[config.mk]
export PLATFORM = sky130hd
export DESIGN_NAME = board_cell_locator
export DESIGN_NICKNAME = d
export VERILOG_FILES = /design/src/rtl/board_cell_locator.sv
export SDC_FILE = /design/constraint.sdc
export NUM_CORES = 1
export LEC_CHECK = 0
export CAP_MARGIN = 5
export CORE_MARGIN = 5
export CORE_UTILIZATION = 58
export CTS_BUF_LIST = sky130_fd_sc_hd__clkbuf_16
export CTS_CLUSTER_SIZE = 20
export DETAILED_ROUTE_END_ITERATION = 8
export GPL_ROUTABILITY_DRIVEN = 0
export PLACE_DENSITY = 0.9
export SLEW_MARGIN = 0
export SYNTH_ARGS = -nofsm -noshare
export SYNTH_HDL_FRONTEND = slang
export SYNTH_SLANG_ARGS = --single-unit
[constraint.sdc]
create_clock -name clk -period 3.46 [get_ports clk]
set_clock_uncertainty 0.15 [all_clocks]
set_input_delay 0.519 -clock clk [delete_from_list [all_inputs] [get_ports clk]]
set_output_delay 0.519 -clock clk [all_outputs]
set_load 0.03 [all_outputs]
[src/rtl/board_cell_locator.sv]
// Raster-tracking board locator: per pixel reports board membership, cell col/row and in-cell offset.
// Optional GRID_GAP_EN: blank the first pixel row/column of every cell to draw a 1-px grid.
module board_cell_locator #(
    parameter int LEFT_X    = 64,
    parameter int TOP_Y     = 32,
    parameter int COLS      = 16,
    parameter int ROWS      = 12,
    parameter int CELL_BITS = 5
) (
    input  logic        clk,
    input  logic        rst_n,
    input  logic [10:0] pixel_x,
    input  logic [10:0] pixel_y,
    input  logic        pixel_valid,
    input  logic        start_of_frame,
    output logic [10:0] offset_x,
    output logic [10:0] offset_y,
    output logic [5:0]  cell_col,
    output logic [5:0]  cell_row,
    output logic        inside_rectangle,
    output logic        sync_error
);
    logic                 r_x_act, r_y_act, r_sync;
    logic [CELL_BITS-1:0] r_x_off, r_y_off;
    logic [5:0]           r_col, r_row;
    logic [10:0]          r_last_y;

    logic                 w_x_act, w_y_act, w_sync, w_inside, w_upd;
    logic [CELL_BITS-1:0] w_x_off, w_y_off;
    logic [5:0]           w_col, w_row;
    logic [10:0]          w_last_y, w_expect_x;

    // Where the raster should be if it advanced by exactly one pixel since the last valid.
    assign w_expect_x = 11'(LEFT_X) + (11'(r_col) << CELL_BITS) + 11'(r_x_off) + 11'd1;
    assign w_upd      = start_of_frame | pixel_valid;

    always_comb begin
        w_x_act  = r_x_act;
        w_x_off  = r_x_off;
        w_col    = r_col;
        w_y_act  = r_y_act;
        w_y_off  = r_y_off;
        w_row    = r_row;
        w_last_y = r_last_y;
        w_sync   = r_sync;
        if (start_of_frame) begin
            w_x_act = 1'b0;
            w_y_act = 1'b0;
            w_sync  = 1'b0;
        end else if (pixel_valid) begin
            if (pixel_x == 11'(LEFT_X)) begin
                w_x_act = 1'b1;
                w_x_off = '0;
                w_col   = '0;
            end else if (r_x_act && r_x_off == '1) begin
                if (r_col == 6'(COLS - 1)) begin
                    w_x_act = 1'b0;
                end else begin
                    w_col   = r_col + 6'd1;
                    w_x_off = '0;
                end
            end else if (r_x_act) begin
                w_x_off = r_x_off + 1'b1;
            end

            // Row tracking runs once per line, on the board's left-edge pixel.
            if (pixel_x == 11'(LEFT_X)) begin
                w_last_y = pixel_y;
                if (pixel_y == 11'(TOP_Y)) begin
                    w_y_act = 1'b1;
                    w_y_off = '0;
                    w_row   = '0;
                end else if (r_y_act && pixel_y != r_last_y) begin
                    if (r_y_off == '1) begin
                        if (r_row == 6'(ROWS - 1)) begin
                            w_y_act = 1'b0;
                        end else begin
                            w_row   = r_row + 6'd1;
                            w_y_off = '0;
                        end
                    end else begin
                        w_y_off = r_y_off + 1'b1;
                    end
                end
            end

            if (r_x_act && pixel_x != w_expect_x)
                w_sync = 1'b1;
        end
    end

    always_comb begin
`ifdef GRID_GAP_EN
        w_inside = w_x_act & w_y_act & (w_x_off != '0) & (w_y_off != '0);
`else
        w_inside = w_x_act & w_y_act;
`endif
    end

    always_ff @(posedge clk or negedge rst_n) begin
        if (!rst_n) begin
            r_x_act          <= 1'b0;
            r_x_off          <= '0;
            r_col            <= '0;
            r_y_act          <= 1'b0;
            r_y_off          <= '0;
            r_row            <= '0;
            r_last_y         <= '0;
            r_sync           <= 1'b0;
            offset_x         <= '0;
            offset_y         <= '0;
            cell_col         <= '0;
            cell_row         <= '0;
            inside_rectangle <= 1'b0;
        end else if (w_upd) begin
            r_x_act          <= w_x_act;
            r_x_off          <= w_x_off;
            r_col            <= w_col;
            r_y_act          <= w_y_act;
            r_y_off          <= w_y_off;
            r_row            <= w_row;
            r_last_y         <= w_last_y;
            r_sync           <= w_sync;
            inside_rectangle <= w_inside;
            offset_x         <= w_inside ? 11'(w_x_off) : 11'd0;
            offset_y         <= w_inside ? 11'(w_y_off) : 11'd0;
            cell_col         <= w_inside ? w_col : 6'd0;
            cell_row         <= w_inside ? w_row : 6'd0;
        end
    end

    assign sync_error = r_sync;
endmodule

==> results of run 1 <==
-- logic make-up (layout without fill, tap and decap cells) --
family / after synthesis / count (layout) / share of synthesized area
compound gates: 94 / 94 / 0.194
xor+xnor: 28 / 28 / 0.0675
fa+ha+maj: 7 / 7 / 0.0241
buf+inv: 40 / 83 / 0.0568
flops: 59 / 59 / 0.406
mux: 5 / 5 / 0.0138
other cells: 1 / 12 / 0.00103
simple gates: 154 / 154 / 0.237
-- metrics by stage --
step	std cells	total power (uW)	hold slack (ns)	utilization
6_report	517	1800	0.111	0.747
5_1_grt	517	1840	0.171	0.747
4_1_cts	517	1800	0.131	0.747
3_5_place_dp	501	837	0.326	0.693
3_3_place_gp	501	833	0.319	0.693
2_1_floorplan	399	781	0.0734	-
-- flip-flops by register name, summed over array words and instances, names as in the netlist --
name and flops:
r_last_y 11, cell_col 6, cell_row 6, r_col 6, r_row 6, offset_x 5
offset_y 5, r_x_off 5, r_y_off 5, inside_rectangle 1, r_x_act 1, r_y_act 1
sync_error 1
-- power groups by stage --
stage	registers, uW	clock network [uW]	logic (uW)
2_1_floorplan	707	0	74.0
3_3_place_gp	708	0	126
3_5_place_dp	708	0	130
4_1_cts	696	971	131
5_1_grt	696	1000	143
6_report	696	969	131
-- cell usage after synthesis, drive strengths merged (4+ instances only) --
library cell and count:
dfrtp 59, nor4 7, mux2i 5, and2 10
nor2b 4, a32oi 4, inv 9, xnor2 23
nand2 65, o31ai 7, o21ai 18, buf 19
a22o 5, nand4 11, nor3 7, nor2 10
ha 7, clkbuf 12, xor2 5, a21o 4
a21oi 12, and3 5, nand3 18, o22ai 4
a31o 9, o211ai 8
-- final cells by class --
class | count | area, um2 | share of cell area
timing repair buffer | 58 | 553 | 0.124
clock inverter | 7 | 98.8 | 0.0221
clock buffer | 9 | 225 | 0.0503
tap | 75 | 93.8 | 0.0210
inverter | 9 | 33.8 | 0.00755
sequential | 59 | 1480 | 0.330
multi-input combinational | 300 | 2000 | 0.446
-- path summary, 6_finish.rpt --
| check | start | endpoint | slack, ns | depth (start not counted) |
|---|---|---|---|---|
| min in group clk | r_last_y[3] | r_last_y[3] | 0.34 | 2 |
| hold / removal | rst_n | cell_row[2] | 0.11 | 1 |
| hold reg to reg | r_last_y[3] | r_last_y[3] | 0.34 | 2 |
| setup / recovery | r_x_off[0] | offset_y[2] | 0.57 | 8 |
| max in group asynchronous | rst_n | r_x_off[2] | 2.35 | 2 |
| setup reg to reg | r_x_off[0] | offset_y[2] | 0.57 | 8 |
-- layer usage --
layer / vias up / routed length, um / global-route usage
met1: 1621 / 3890 / 0.341
li1: 1499 / - / -
met4: 0 / 340 / 0.133
met3: 45 / 874 / 0.0488
met2: 229 / 5000 / 0.445
met5: - / 0 / 0
==> impl_results.md, run 1 <==
- I/O pin count: 62
- CTS Buf Count: 9
- Most frequent cells in the layout: 64 x nand2_1, 59 x dfrtp_1, 48 x clkdlybuf4s50_1, 23 x xnor2_1, 18 x o21ai_0
- Placed cell areas: 4150 um2
- Startpoint types: flip-flop
- Tcrit/Tclk final: 0.836
- Tmin final: around 2.9 ns
- CP bufs+invs: 0
- GRT Overall Usage: 0.270
- Clock power frac: 0.540
- Final WS setup: 0.569 ns
- Total wire length: about 10 mm
- Mean Syn Cell Area: 9.37 um2
- Drt wl/cell: ~20 um
- Commonest non-fill, non-tap cell in the layout: nand2_1
- Root Driver: clkbuf_16
- Dpl hpwl: 6.97 mm
- Initial DRC Count: between 400 and 500
- Fin. Hold Viols: 0
- Async set or reset register ratio after synthesis: 1.00
- Starting Density: 0.607
- Largest net degree at the start of global routing: 34
- Critical path fanouts, max: 11
- Vias in the first global route: 3,306
- Hold/Removal Path Class: input port to asynchronous set/reset pin
- Final setup TNS: 0 ns
- Worst Path Arrival: 2.96 ns
- Max Freq: 346 MHz
- Comb pwr share: 0.073
- DR pass1 iterations: 6
- RSZ-0062 raised after global routing: no
- IO Port Bufs: 49
- Synth-to-layout area growth: 23.2%
- Post-synthesis cell area: 3630 um2
- Seq/Total Area, Yosys: 0.406
- Final #Nets: 470
- CP Class: flip-flop to flip-flop
- Die ar.: just under 8000 um2
- Register bit count reported by yosys: 59
- CTS tree: yes
- Antenna Nets Post-Route: 0
- Number of fill cells: roughly 400
- DRC: 0
- Row cnt: 28
- Area leader, netlist: dfrtp_1
- Die extent in y: a little under 90 um
- Most used DFF post-synth: dfrtp_1
- Crit path max-delay cell type: dfrtp_1
- Number of synthesized flops with an enable pin: 0
- LEAKAGE: 0.00199 uW
- Synth warn: 0
- Status: finished, final reports clean
- Share of the synthesized area in the top cell type: 0.406
- Hold_buf cts: 0
- Global-route wire length before repair: between 15 and 20 mm
- Worst VDD drop: 400 uV
- Setup Viol. Count Final: 0
- Clk buf depth: 2
- CP endpoint kind: flip-flop
- Synth Instances: around 390
- Share of cells above drive strength 1: 0.113
- Maxcap violations: 0
- Vias per std cell: 6.56
- Setup repair bufs after CTS: 0
- Sequential share of power: 0.387
- Count of final max-slew check failures: 0
- P_sw: 421 uW
- Core area: 5990 um2
- Clock net sink count: 59
- Crit-path leading delay family: compound AO/OA/AOI/OAI gates
- Worst-Skew Late Latency: 0.33 ns
- Synth area leaders: dfrtp_1 41%, nand2_1 6.6%, xnor2_1 5.5%
- P_int: around 1400 uW
- Final instance area: 4480 um2
- Die Wd: 89.2 um
- Clock-pin slew on the worst setup and hold paths: 0.05 ns
- Worst Max-Slew Pin Slew: ~0.86 ns
- Critical path, cell by cell: ha_1 > and3_1 > ha_1 > nand4_1 > o21ai_0 > a21oi_2 > o22a_1 > a31o_1
- H-tree depth: 3
- CP required: roughly 3.5 ns
- CP max stage delay: 0.51 ns
- Post_cts resized: 0
- Vias: between 3,000 and 4,000
- Slew headroom: 0.425
- GRT Residual Overflow: 0
- Unique cell type count in the Yosys netlist: 68
- CP dominant cell by count: ha_1
- Switching Share: 0.234
- PD cells: 401 nW/um2
- Pre-CTS setup slack: 0.392 ns
- Initial antenna violation count: 0
- N_diodes: 0
(Power assumes the default switching activity.)
==> inputs of run 2 (changes only) <==
--- a/config.mk
+++ b/config.mk
@@ -7,12 +7,12 @@
 export LEC_CHECK = 0
 export CAP_MARGIN = 5
 export CORE_MARGIN = 5
-export CORE_UTILIZATION = 58
+export CORE_UTILIZATION = 54
 export CTS_BUF_LIST = sky130_fd_sc_hd__clkbuf_16
 export CTS_CLUSTER_SIZE = 20
 export DETAILED_ROUTE_END_ITERATION = 8
 export GPL_ROUTABILITY_DRIVEN = 0
-export PLACE_DENSITY = 0.9
+export PLACE_DENSITY = 0.85
 export SLEW_MARGIN = 0
 export SYNTH_ARGS = -nofsm -noshare
 export SYNTH_HDL_FRONTEND = slang
==> constraint.sdc (replaced) <==
create_clock -name clk -period 3.02 [get_ports clk]
set_clock_uncertainty 0.15 [all_clocks]
set_input_delay 0.453 -clock clk [delete_from_list [all_inputs] [get_ports clk]]
set_output_delay 0.453 -clock clk [all_outputs]
set_load 0.03 [all_outputs]
==> run 2 against run 1 <==
  * Setup slack got worse by 0.24 ns
  * Core utilization decreased by 7.1 points
  * Clock-buffer cell count unchanged
  * Die area increased by 6.6%
  * Worst hold slack got worse by 0.049 ns
  * Routed wire length decreased by 8.3%
  * Maximum frequency increased by 7.4%
  * Power increased by 7.4%
  * Clock power increased by 1%
  * Highest routed layer unchanged
==> impl_results.md, run 2 (synthesis results as in run 1) <==
- Status: finished, final reports clean
- PD cells: 427 nW/um2 (+6.4%)
- Setup Viol. Count Final: 0 (unchanged)
- Drt wl/cell: 17.4 um (-11%)
- Startpoint types: flip-flop
- Number of fill cells: 524 (+30%)
- Die extent in y: 92.0 um (+3.2%)
- Total wire length: 9.26 mm (-8.3%)
- Largest net degree at the start of global routing: 37 (+8.8%)
- Worst Max-Slew Pin Slew: 0.803 ns (-0.0580 ns)
- DR pass1 iterations: 5 (-1)
- Tmin final: 2.69 ns (-0.198 ns)
- Global-route wire length before repair: 15.9 mm (-1.9%)
- Initial DRC Count: 292 (-41%)
- Max Freq: 371 MHz (+7.4%)
- Setup repair bufs after CTS: 0 (unchanged)
- Hold_buf cts: 0 (unchanged)
- Fin. Hold Viols: 0 (unchanged)
- IO Port Bufs: 49 (unchanged)
- Die Wd: 92.0 um (+3.2%)
- LEAKAGE: 0.00202 uW (+1.5%)
- Maxcap violations: 0 (unchanged)
- Root Driver: clkbuf_16
- DRC: 0 (unchanged)
- Clock-pin slew on the worst setup and hold paths: 0.06 ns (about the same)
- Vias per std cell: 6.08 (-7.5%)
- CP required: 3.07 ns (-0.46 ns)
- Tcrit/Tclk final: 0.892 (+0.0561)
- Commonest non-fill, non-tap cell in the layout: nand2_1
- Post_cts resized: 0 (unchanged)
- Hold/Removal Path Class: input port to asynchronous set/reset pin
- CTS tree: yes
- Final #Nets: 480 (+2.1%)
- Clock net sink count: 59 (unchanged)
- Worst Reg-to-Reg Cells: 8 (unchanged)
- Pre-CTS setup slack: 0.0703 ns (-0.322 ns)
- Most frequent cells in the layout: 64 x nand2_1, 59 x dfrtp_1, 48 x clkdlybuf4s50_1, 23 x xnor2_1, 19 x buf_4
- Worst Path Arrival: 2.74 ns (-0.22 ns)
- Vias: 3,232 (-4.8%)
- Largest register FFs: 11 (unchanged)
- CTS Buf Count: 9 (unchanged)
- Non-filler cells, final: 532 (+2.9%)
- Biggest register: r_last_y
- Vias in the first global route: 3,359 (+1.6%)
- Dpl hpwl: 6.69 mm (-3.9%)
- Die ar.: 8470 um2 (+6.6%)
- Critical path fanouts, max: 8 (-3)
- CP Class: flip-flop to flip-flop
- Synth-to-layout area growth: 24.3%
- RSZ-0062 raised after global routing: no
- Core area: 6680 um2 (+12%)
- Initial antenna violation count: 0 (unchanged)
- GRT Residual Overflow: 0 (unchanged)
- GRT Overall Usage: 0.232 (-0.0379)
- Share of cells above drive strength 1: 0.126 (+0.0130)
- Worst VDD drop: 429 uV (+7.1%)
- Clk buf depth: 2 (unchanged)
- Final WS setup: 0.327 ns (-0.242 ns)
- Row cnt: 30 (+7.1%)
- Count of final max-slew check failures: 0 (unchanged)
- N_diodes: 0 (unchanged)
- Starting Density: 0.544 (-0.0627)
- I/O pin count: 62 (unchanged)
- Worst-Skew Late Latency: 0.33 ns (about the same)
- Placed Instances: 516 (+3.0%)
- Slew headroom: 0.465 (+0.0393)
- H-tree depth: 3 (unchanged)
- Final setup TNS: 0 ns (unchanged)
- Antenna Nets Post-Route: 0 (unchanged)
- CP endpoint kind: flip-flop
[run 2: cell count changes in the layout (fill, tap and decap cells not counted), sizes merged]
cell and change:
buf +10, clkinv +3, inv -2, bufinv -1
[run 2: path summary, 6_finish.rpt]
kind	from	to	slack [ns]
worst min-delay path	rst_n	r_row[4]	0.06
max in group asynchronous	rst_n	r_x_off[4]	1.97
worst max-delay path	r_x_off[0]	sync_error	0.33
worst min register to register	offset_y[0]	offset_y[0]	0.33
min in group clk	offset_y[0]	offset_y[0]	0.33
worst max register to register	r_x_off[0]	sync_error	0.33
[run 2: critical path, cell delays in order, from the launching register on]
cell	delay (ns)
dfrtp_1	0.48
ha_1	0.31
and3_1	0.20
ha_1	0.31
xor2_1	0.17
nor4_1	0.27
nand4_1	0.18
a2111oi_0	0.33
o211ai_1	0.16
[run 2: power breakdown]
part           total (uW)  switching (uW)  internal, uW
combinational         152            92.3          60.0
clock                 980             354           626
sequential            798            3.81           794
[run 2: per-stage QoR]
| stage | utilization | hold slack [ns] | cell area (um2) | total power [uW] |
|---|---|---|---|---|
| global route | 0.676 | 0.141 | 4520 | 1990 |
| finish | 0.676 | 0.0619 | 4520 | 1930 |
| floorplan | - | 0.00741 | 3680 | 894 |
| CTS | 0.676 | 0.0972 | 4520 | 1940 |
| detailed placement | 0.634 | 0.322 | 4230 | 963 |
| global placement | 0.634 | 0.317 | 4230 | 959 |
[run 2: layer usage]
metal / GRT usage / vias to the layer above / share of wire
met2: 0.395 / 153 / 0.50
met3: 0.0541 / 29 / 0.076
li1: - / 1517 / -
met4: 0.0891 / 0 / 0.026
met5: 0 / - / 0
met1: 0.285 / 1533 / 0.40
[run 2: final cells by class]
class                   count  area (um2)  area share
clock inverters             7        58.8      0.0130
flip-flops and latches     59        1480       0.327
clock buffers               9         225      0.0498
well taps                  80         100      0.0222
multi-input cells         300        2000       0.442
inverters                   9        33.8     0.00748
repair buffers             68         628       0.139
